[config.mk]
export PLATFORM = sky130hd
export DESIGN_NAME = miniled_zone_scan
export DESIGN_NICKNAME = d
export VERILOG_FILES = /design/src/rtl/miniled_pkg.sv /design/src/rtl/miniled_gamma.sv /design/src/rtl/miniled_zone_scan.sv
export SDC_FILE = /design/constraint.sdc
export NUM_CORES = 1
export LEC_CHECK = 0
export ABC_AREA = 1
export CORE_UTILIZATION = 49
export DETAILED_ROUTE_END_ITERATION = 16
export HOLD_SLACK_MARGIN = 0.1
export PLACE_DENSITY = 0.75
export SETUP_SLACK_MARGIN = 0.15
export SYNTH_ARGS = -nofsm -noshare
export SYNTH_HDL_FRONTEND = slang
export SYNTH_SLANG_ARGS = --single-unit
export TNS_END_PERCENT = 100
[constraint.sdc]
create_clock -name clk -period 1.6 [get_ports clk]
set_clock_uncertainty 0.15 [all_clocks]
set_input_delay 0.32 -clock clk [delete_from_list [all_inputs] [get_ports clk]]
set_output_delay 0.32 -clock clk [all_outputs]
set_load 0.02 [all_outputs]
[src/rtl/miniled_pkg.sv]
// Shared types and constants for the mini-LED zone scanner.
// MINILED_GAMMA_EN adds the WAIT2 state used by the gamma stage.
package miniled_pkg;

  localparam int ZONE_ADDR_W  = 10;
  localparam int ZONE_DATA_W  = 8;
  localparam int ZONE_NUM_DEF = 1024;

  typedef enum logic [2:0] {
    IDLE,
    FETCH,
    WAIT,
`ifdef MINILED_GAMMA_EN
    WAIT2,
`endif
    SHIFT,
    LATCH,
    DONE
  } state_e;

  // Top 8 bits of the full 16-bit square.
  function automatic logic [ZONE_DATA_W-1:0] gamma8(
    input logic [ZONE_DATA_W-1:0] d
  );
    logic [2*ZONE_DATA_W-1:0] p;
    p = {8'h00, d} * {8'h00, d};
    return p[2*ZONE_DATA_W-1:ZONE_DATA_W];
  endfunction

endpackage

[src/rtl/miniled_gamma.sv]
// Registered 8x8 squarer returning the top byte.
// Built only when MINILED_GAMMA_EN is defined.
module miniled_gamma
  import miniled_pkg::*;
(
  input  logic                   clk,
  input  logic                   rst_n,
  input  logic [ZONE_DATA_W-1:0] d_i,
  output logic [ZONE_DATA_W-1:0] q_o
);

  logic [ZONE_DATA_W-1:0] q_q;

  always_ff @(posedge clk or negedge rst_n) begin
    if (!rst_n) begin
      q_q <= '0;
    end else begin
      q_q <= gamma8(d_i);
    end
  end

  assign q_o = q_q;

endmodule

[src/rtl/miniled_zone_scan.sv]
// Zone-buffer scanner: shifts zone bytes MSB first to an LED driver chain.
// MINILED_GAMMA_EN inserts a registered gamma stage before the shifter.
module miniled_zone_scan
  import miniled_pkg::*;
#(
  parameter int ZONE_NUM = ZONE_NUM_DEF,
  parameter int CLK_DIV  = 4,
  parameter int LAT_CYC  = 8
) (
  input  logic                   clk,
  input  logic                   rst_n,
  input  logic                   frame_start,
  output logic [ZONE_ADDR_W-1:0] rd_addr,
  input  logic [ZONE_DATA_W-1:0] rd_data,
  output logic                   sclk,
  output logic                   sdo,
  output logic                   lat,
  output logic                   busy,
  output logic                   frame_done
);

  localparam int DIV_W = $clog2(CLK_DIV + 1);
  localparam int LAT_W = $clog2(LAT_CYC + 1);

  localparam logic [ZONE_ADDR_W-1:0] ZONE_LAST =
    ZONE_ADDR_W'(ZONE_NUM - 1);
  localparam logic [DIV_W-1:0] DIV_LAST = DIV_W'(CLK_DIV - 1);
  localparam logic [LAT_W-1:0] LAT_LAST = LAT_W'(LAT_CYC - 1);

  state_e                 state_q;
  logic [ZONE_ADDR_W-1:0] zone_q;
  logic [2:0]             bit_q;
  logic [DIV_W-1:0]       div_q;
  logic [LAT_W-1:0]       lat_cnt_q;
  logic [ZONE_DATA_W-1:0] shreg_q;
  logic                   sclk_q;
  logic                   sdo_q;
  logic                   lat_q;
  logic                   busy_q;
  logic                   done_q;
  logic [ZONE_DATA_W-1:0] load_d;

`ifdef MINILED_GAMMA_EN
  logic [ZONE_DATA_W-1:0] gamma_q;

  miniled_gamma u_gamma (
    .clk   (clk),
    .rst_n (rst_n),
    .d_i   (rd_data),
    .q_o   (gamma_q)
  );

  assign load_d = gamma_q;
`else
  assign load_d = rd_data;
`endif

  always_ff @(posedge clk or negedge rst_n) begin
    if (!rst_n) begin
      state_q   <= IDLE;
      zone_q    <= '0;
      bit_q     <= '0;
      div_q     <= '0;
      lat_cnt_q <= '0;
      shreg_q   <= '0;
      sclk_q    <= 1'b0;
      sdo_q     <= 1'b0;
      lat_q     <= 1'b0;
      busy_q    <= 1'b0;
      done_q    <= 1'b0;
    end else begin
      done_q <= 1'b0;
      unique case (state_q)
        IDLE: begin
          if (frame_start) begin
            state_q <= FETCH;
            zone_q  <= '0;
            bit_q   <= '0;
            busy_q  <= 1'b1;
          end
        end
        FETCH: begin
          state_q <= WAIT;
        end
`ifdef MINILED_GAMMA_EN
        WAIT: begin
          state_q <= WAIT2;
        end
        WAIT2: begin
`else
        WAIT: begin
`endif
          state_q <= SHIFT;
          shreg_q <= load_d;
          sdo_q   <= load_d[ZONE_DATA_W-1];
          div_q   <= '0;
          sclk_q  <= 1'b0;
          bit_q   <= '0;
        end
        SHIFT: begin
          if (div_q != DIV_LAST) begin
            div_q <= div_q + 1'b1;
          end else begin
            div_q <= '0;
            if (!sclk_q) begin
              sclk_q <= 1'b1;
            end else begin
              // Falling edge: next bit goes out while sclk is low.
              sclk_q <= 1'b0;
              if (bit_q != 3'd7) begin
                bit_q   <= bit_q + 1'b1;
                shreg_q <= {shreg_q[ZONE_DATA_W-2:0], 1'b0};
                sdo_q   <= shreg_q[ZONE_DATA_W-2];
              end else begin
                sdo_q <= 1'b0;
                if (zone_q == ZONE_LAST) begin
                  state_q   <= LATCH;
                  lat_q     <= 1'b1;
                  lat_cnt_q <= '0;
                end else begin
                  zone_q  <= zone_q + 1'b1;
                  state_q <= FETCH;
                end
              end
            end
          end
        end
        LATCH: begin
          if (lat_cnt_q == LAT_LAST) begin
            lat_q   <= 1'b0;
            done_q  <= 1'b1;
            state_q <= DONE;
          end else begin
            lat_cnt_q <= lat_cnt_q + 1'b1;
          end
        end
        DONE: begin
          state_q <= IDLE;
          busy_q  <= 1'b0;
        end
        default: begin
          state_q <= IDLE;
        end
      endcase
    end
  end

  assign rd_addr    = zone_q;
  assign sclk       = sclk_q;
  assign sdo        = sdo_q;
  assign lat        = lat_q;
  assign busy       = busy_q;
  assign frame_done = done_q;

endmodule

# Yosys cells after proc, flatten, opt, wreduce, memory -nomap -nowiden
# Cells that the tools add are included.
# Widths: inputs -> output; s select.
dict set report totals {
  output_inout_bits 15
  reg_bits 35
  word_cells 95
  inputBits 11
}
dict set report classes {
  muxes 47
  reduce_logical 15
  eq_ne 18
  n_addsub 4
}
# operator count
set op_table {}
lappend op_table {{$mux 10} 5}
lappend op_table {{$mux 3} 11}
lappend op_table {{$mux 7} 3}
lappend op_table {{$mux 4} 5}
lappend op_table {{$pmux 10 s2} 1}
lappend op_table {{$ne 2x2->1 const B} 9}
lappend op_table {{$reduce_and 6->1} 3}
lappend op_table {{$pmux 3 s5} 1}
lappend op_table {{$pmux 7 s2} 1}
lappend op_table {{$mux 1} 13}
lappend op_table {{$add 10x1->10 const B} 1}
lappend op_table {{$eq 10x10->1 const B} 1}
lappend op_table {{$reduce_and 5->1} 2}
lappend op_table {{$pmux 3 s3} 1}
lappend op_table {{$pmux 1 s2} 4}
lappend op_table {{$pmux 4 s2} 1}
lappend op_table {{$reduce_bool 2->1} 4}
lappend op_table {{$add 3x1->3 const B} 2}
lappend op_table {{$eq 3x2->1 const B} 2}
lappend op_table {{$eq 3x3->1 const B} 2}
lappend op_table {{$pmux 3 s2} 1}
lappend op_table {{$add 4x1->4 const B} 1}
lappend op_table {{$eq 4x3->1 const B} 1}
lappend op_table {{$reduce_and 2->1} 2}
lappend op_table {{7 further kinds} 7}

# Longest topological paths before layout
dict set report depth {
  depth_word 6
  mapped_depth 9
  depth_no_buf 9
}

# Worst setup path before layout
# OpenSTA, ideal clock, no wires.
dict set report synth_path {
  kind {register -> register}
  start {register zone_q[0], in the netlist rd_addr[0]}
  end {register zone_q[0], in the netlist rd_addr[0]}
  setup_time_ps 65
  required_ps 1385
  arrival_ps 1488
  path_slack_ps -103
  path_buffers 0
  period_less_slack_ps 1703
  path_stages_with_launch 10
  cell_sequence {dfrtp_1 > ha_1 > nand2_1 > nor2_2 > nand3_1 > nand2_4 > nand2_4 > nand2_4 > nand2_1 > nand2_1}
}
dict set report synth_via {
  elab_chain_len 6
  word_cells_on_any_way 9
  classes_between {1 x add/sub; 2 x eq/ne; 5 x mux; 1 x reduce/logical}
}
# element line_no
set synth_lines {}
lappend synth_lines {{from (decl)} miniled_zone_scan.sv:31} ;# logic [ZONE_ADDR_W-1:0] zone_q;
lappend synth_lines {{from (signal assigned)} miniled_zone_scan.sv:121} ;# zone_q <= zone_q + 1'b1;
lappend synth_lines {{$add 10x1->10} miniled_zone_scan.sv:121}
lappend synth_lines {{$mux 10} miniled_zone_scan.sv:116} ;# if (zone_q == ZONE_LAST) begin
lappend synth_lines {{$mux 10} miniled_zone_scan.sv:110} ;# if (bit_q != 3'd7) begin
lappend synth_lines {{$mux 10} miniled_zone_scan.sv:105} ;# if (!sclk_q) begin
lappend synth_lines {{$mux 10} miniled_zone_scan.sv:101} ;# if (div_q != DIV_LAST) begin
lappend synth_lines {{$pmux 10 s2} miniled_zone_scan.sv:73} ;# unique case (state_q)
# Parallel ways exist; a longest one is shown, timed or not. The select of a mux whose other input is x is not followed.
# A chain may end at the register's enable or synchronous reset.

# Worst setup path in the final report
dict set report layout_path {
  start {register div_q[1]}
  end {register shreg_q[1]}
}
dict set report layout_via {
  elab_chain_len 3
}
# element line_no
set layout_lines {}
lappend layout_lines {{from (decl)} miniled_zone_scan.sv:33} ;# logic [DIV_W-1:0] div_q;
lappend layout_lines {{from (signal assigned)} miniled_zone_scan.sv:102} ;# div_q <= div_q + 1'b1;
lappend layout_lines {{$ne 3x2->1} miniled_zone_scan.sv:101}
lappend layout_lines {{$ne 2x2->1 (no source line)} --}
lappend layout_lines {{$reduce_and 4->1 (no source line)} --}
lappend layout_lines {{to (signal assigned)} miniled_zone_scan.sv:94} ;# shreg_q <= load_d;
lappend layout_lines {{to (signal assigned)} miniled_zone_scan.sv:112} ;# shreg_q <= {shreg_q[ZONE_DATA_W-2:0], 1'b0};
lappend layout_lines {{to (decl)} miniled_zone_scan.sv:35} ;# logic [ZONE_DATA_W-1:0] shreg_q;
# No other way between the ends.

==> impl_metrics.env <==
export IMPL_nets=339
export IMPL_synth_compound_area_share_pct=10.8
export IMPL_fin_crit_sh_pct=108
export IMPL_r2r_end="shreg_q[1]$_DFFE_PN0P_"
export IMPL_dpl_worst_slack_ps=-167
export IMPL_ant_nets=0
export IMPL_syn_nets=265
export IMPL_grt_start_max_net_pins=36
export IMPL_worstMarginPinSlew_ps=321
export IMPL_grt_pass1_vias=1738
export IMPL_synthSimpleGateAreaFrac_pct=34.0
export IMPL_worst_hold_slack_ps=250
export IMPL_muxShareOfSynthArea_pct=0
export IMPL_clk_path_buf_depth=2
export IMPL_fmax_mhz=580
export IMPL_dp_cells=342
export IMPL_synth_top_area_share_pct=44.2
export IMPL_drt_total_wl_um=4990
export IMPL_final_area_um2=2880
export IMPL_rsz0062_at_grt="true"
export IMPL_drive_above_1_share_pct=38.3
export IMPL_worstSetupStartpointType="register"
export IMPL_reg2reg_slack_ps=-130
export IMPL_insertion_delay_ps=290
export IMPL_p_leak_nw=1.38
export IMPL_synth_warnings=0
export IMPL_synth_top_family_by_area="simple AND/OR/NAND/NOR gates"
export IMPL_hold_class="in -> async"
export IMPL_via_per_inst=5.12
export IMPL_clock_sinks=35
export IMPL_start_util_pct=52.6
export IMPL_path_max_fanout=6
export IMPL_cts_buffers_inserted=5
export IMPL_r2r_start="div_q[1]$_DFFE_PN0P_"
export IMPL_synthesis_area_um2=1980
export IMPL_synth_xor_area_share_pct=1.77
export IMPL_required_ps=1630
export IMPL_grt_pass1_wl_um=7670
export IMPL_r2r_cells=8
export IMPL_ios=26
export IMPL_finalHoldViolations=0
export IMPL_drc_errors=0
export IMPL_period_needed_ps=1730
export IMPL_setup_viol=26
export IMPL_timing_final_ws_setup_ps=-125
export IMPL_layout_cells_non_filler=372
export IMPL_yosys_register_bits=35
export IMPL_die_y_um=65.6
export IMPL_htree_levels=2
export IMPL_slew_viol_final=0
export IMPL_area_growth_syn_to_layout_pct=45.2
export IMPL_track_usage_pct=23.4
export IMPL_die_area_um2=4310
export IMPL_wl_per_cell_um=13.4
export IMPL_antenna_found_initial=0
export IMPL_mostFrequentLayoutCells="nand2_1 (83), buf_4 (33), dfrtp_1 (30), inv_1 (21), nor2_1 (14)"
export IMPL_cts_hold_buf=0
export IMPL_powerDensity_nw_per_um2=550
export IMPL_synthCells=249
export IMPL_syn_avg_cell_area_um2=7.96
export IMPL_drt_iter0_drc=124
export IMPL_synth_top_cell_by_area="dfrtp_1"
export IMPL_crit_arrival_ps=1760
export IMPL_gp_congestion=0.810
export IMPL_clkSlewWorstSetupHoldPaths_ps=80
export IMPL_dp_hpwl_um=2810
export IMPL_max_slew_margin_rel_pct=78.5
export IMPL_critPathCaptureType="register"
export IMPL_num_antenna_cells=0
export IMPL_utilization_pct=76.3
export IMPL_drtPass1Iterations=4
export IMPL_max_vdd_ir_drop_uv=461
export IMPL_yosys_area_share_adder_pct=3.15
export IMPL_core_um2=3770
export IMPL_cap_violations=0
export IMPL_cts_tree="built"
export IMPL_gr_total_overflow=0
export IMPL_synthTopCellsByArea="dfrtp_1 (44%), nand2_1 (17%), inv_1 (4.5%)"
export IMPL_die_w_um=65.6
export IMPL_num_rows=22
export IMPL_status="complete, but fails checks"
export IMPL_seq_area_frac_synth_pct=44.2
export IMPL_place_area_um2=2510
export IMPL_ys_types=29
export IMPL_crit_type="reg -> reg"
export IMPL_root_buffer="clkbuf_8"
export IMPL_layout_commonest_cell="nand2_1"
export IMPL_io_buffers=25
export IMPL_violations="negative setup slack"
export IMPL_vias=1905
-- worst max path at each step --
| stage | cells after the start | slack, ps | endpoint | start |
|---|---|---|---|---|
| global placement | 6 | -140 | rd_addr[3]$_DFFE_PN0P_ | frame_start |
| CTS | 8 | -40 | rd_addr[2]$_DFFE_PN0P_ | div_q[1]$_DFFE_PN0P_ |
| global route | 9 | -200 | shreg_q[1]$_DFFE_PN0P_ | div_q[1]$_DFFE_PN0P_ |
| detailed placement | 6 | -170 | rd_addr[4]$_DFFE_PN0P_ | frame_start |
| floorplan | 7 | 50 | rd_addr[0]$_DFFE_PN0P_ | div_q[0]$_DFFE_PN0P_ |
| finish | 8 | -130 | shreg_q[1]$_DFFE_PN0P_ | div_q[1]$_DFFE_PN0P_ |
-- cells by family (layout without fill, tap and decap cells) --
group,after synthesis,in the layout
DFF,35,35
buffers and inverters,28,101
and+or+nand+nor,148,149
AOI/OAI and AO/OA,29,30
adders and majority gates,5,5
xor gates and xnor gates,4,4
-- routing by layer --
layer | wire (µm) | GRT usage [%] | part of all wire (%)
met1 | 2260 | 30.2 | 45
met2 | 2460 | 38.0 | 49
met3 | 212 | 5.56 | 4.2
met4 | 63 | 8.42 | 1.3
met5 | 0 | 0 | 0
-- synthesized netlist by cell type --
master and number:
nor2_4 3, a21oi_4 2, nand2_4 4, o21ai_4 1, nor3_1 2, o21a_1 2, nand2_1 92, o31ai_1 1
a22o_2 1, o21ai_0 7, xor2_1 2, or2_2 2, xnor2_1 2, nor2_2 2, nor3b_1 2, inv_1 24
nand3b_1 2, a21oi_1 9, dfrtp_1 35, nand2_2 1, nand4_1 3, buf_6 2, ha_1 5, buf_2 1
clkbuf_1 1, o21ai_2 6, nor2_1 20, nand3_1 13, nand3_2 2
-- state kept, by name, summed over array words and instances (netlist names) --
register	flops
sdo	1
rd_addr	10
busy	1
sclk	1
lat	1
shreg_q	7
lat_cnt_q	4
div_q	3
state_q	3
bit_q	3
frame_done	1
-- power by group --
| part | leakage, nW | switching (mW) | internal (mW) | total, mW |
|---|---|---|---|---|
| combinational | 0.902 | 0.0269 | 0.0316 | 0.0585 |
| sequential | 0.431 | 0.00174 | 0.888 | 0.889 |
| clock | 0.0477 | 0.337 | 0.298 | 0.635 |
| total | 1.38 | 0.366 | 1.22 | 1.58 |
-- timing repair --
item	in CTS	in global routing
resized for setup	57	36
setup buffers	7	12
pin swaps	5	24
cloned	1	2
setup endpoints to repair	43	39
-- cell type report --
type | count | area [µm²]
multi-input cells | 188 | 1140
fillers | 268 | 892
flip-flops and latches | 35 | 882
repair buffers | 69 | 623
inverters | 24 | 92.6
clock buffers | 5 | 68.8
well taps | 48 | 60.1
clock inverters | 3 | 15.0
-- critical path, stage by stage (launching register included) --
cell	delay [ps]
dfrtp_1	370
ha_2	220
nand2_4	60
o21ai_4	210
buf_6	140
nand2_4	60
nor2_4	160
clkbuf_16	190
o21ai_2	50
-- through the flow --
step	power (mW)	setup TNS, ps
3_5_place_dp	0.966	-2040
4_1_cts	1.58	-347
6_report	1.58	-1560
3_3_place_gp	0.966	-1830
2_1_floorplan	0.915	0
5_1_grt	1.63	-4380
No activity file was read; power rests on OpenSTA's default activity.
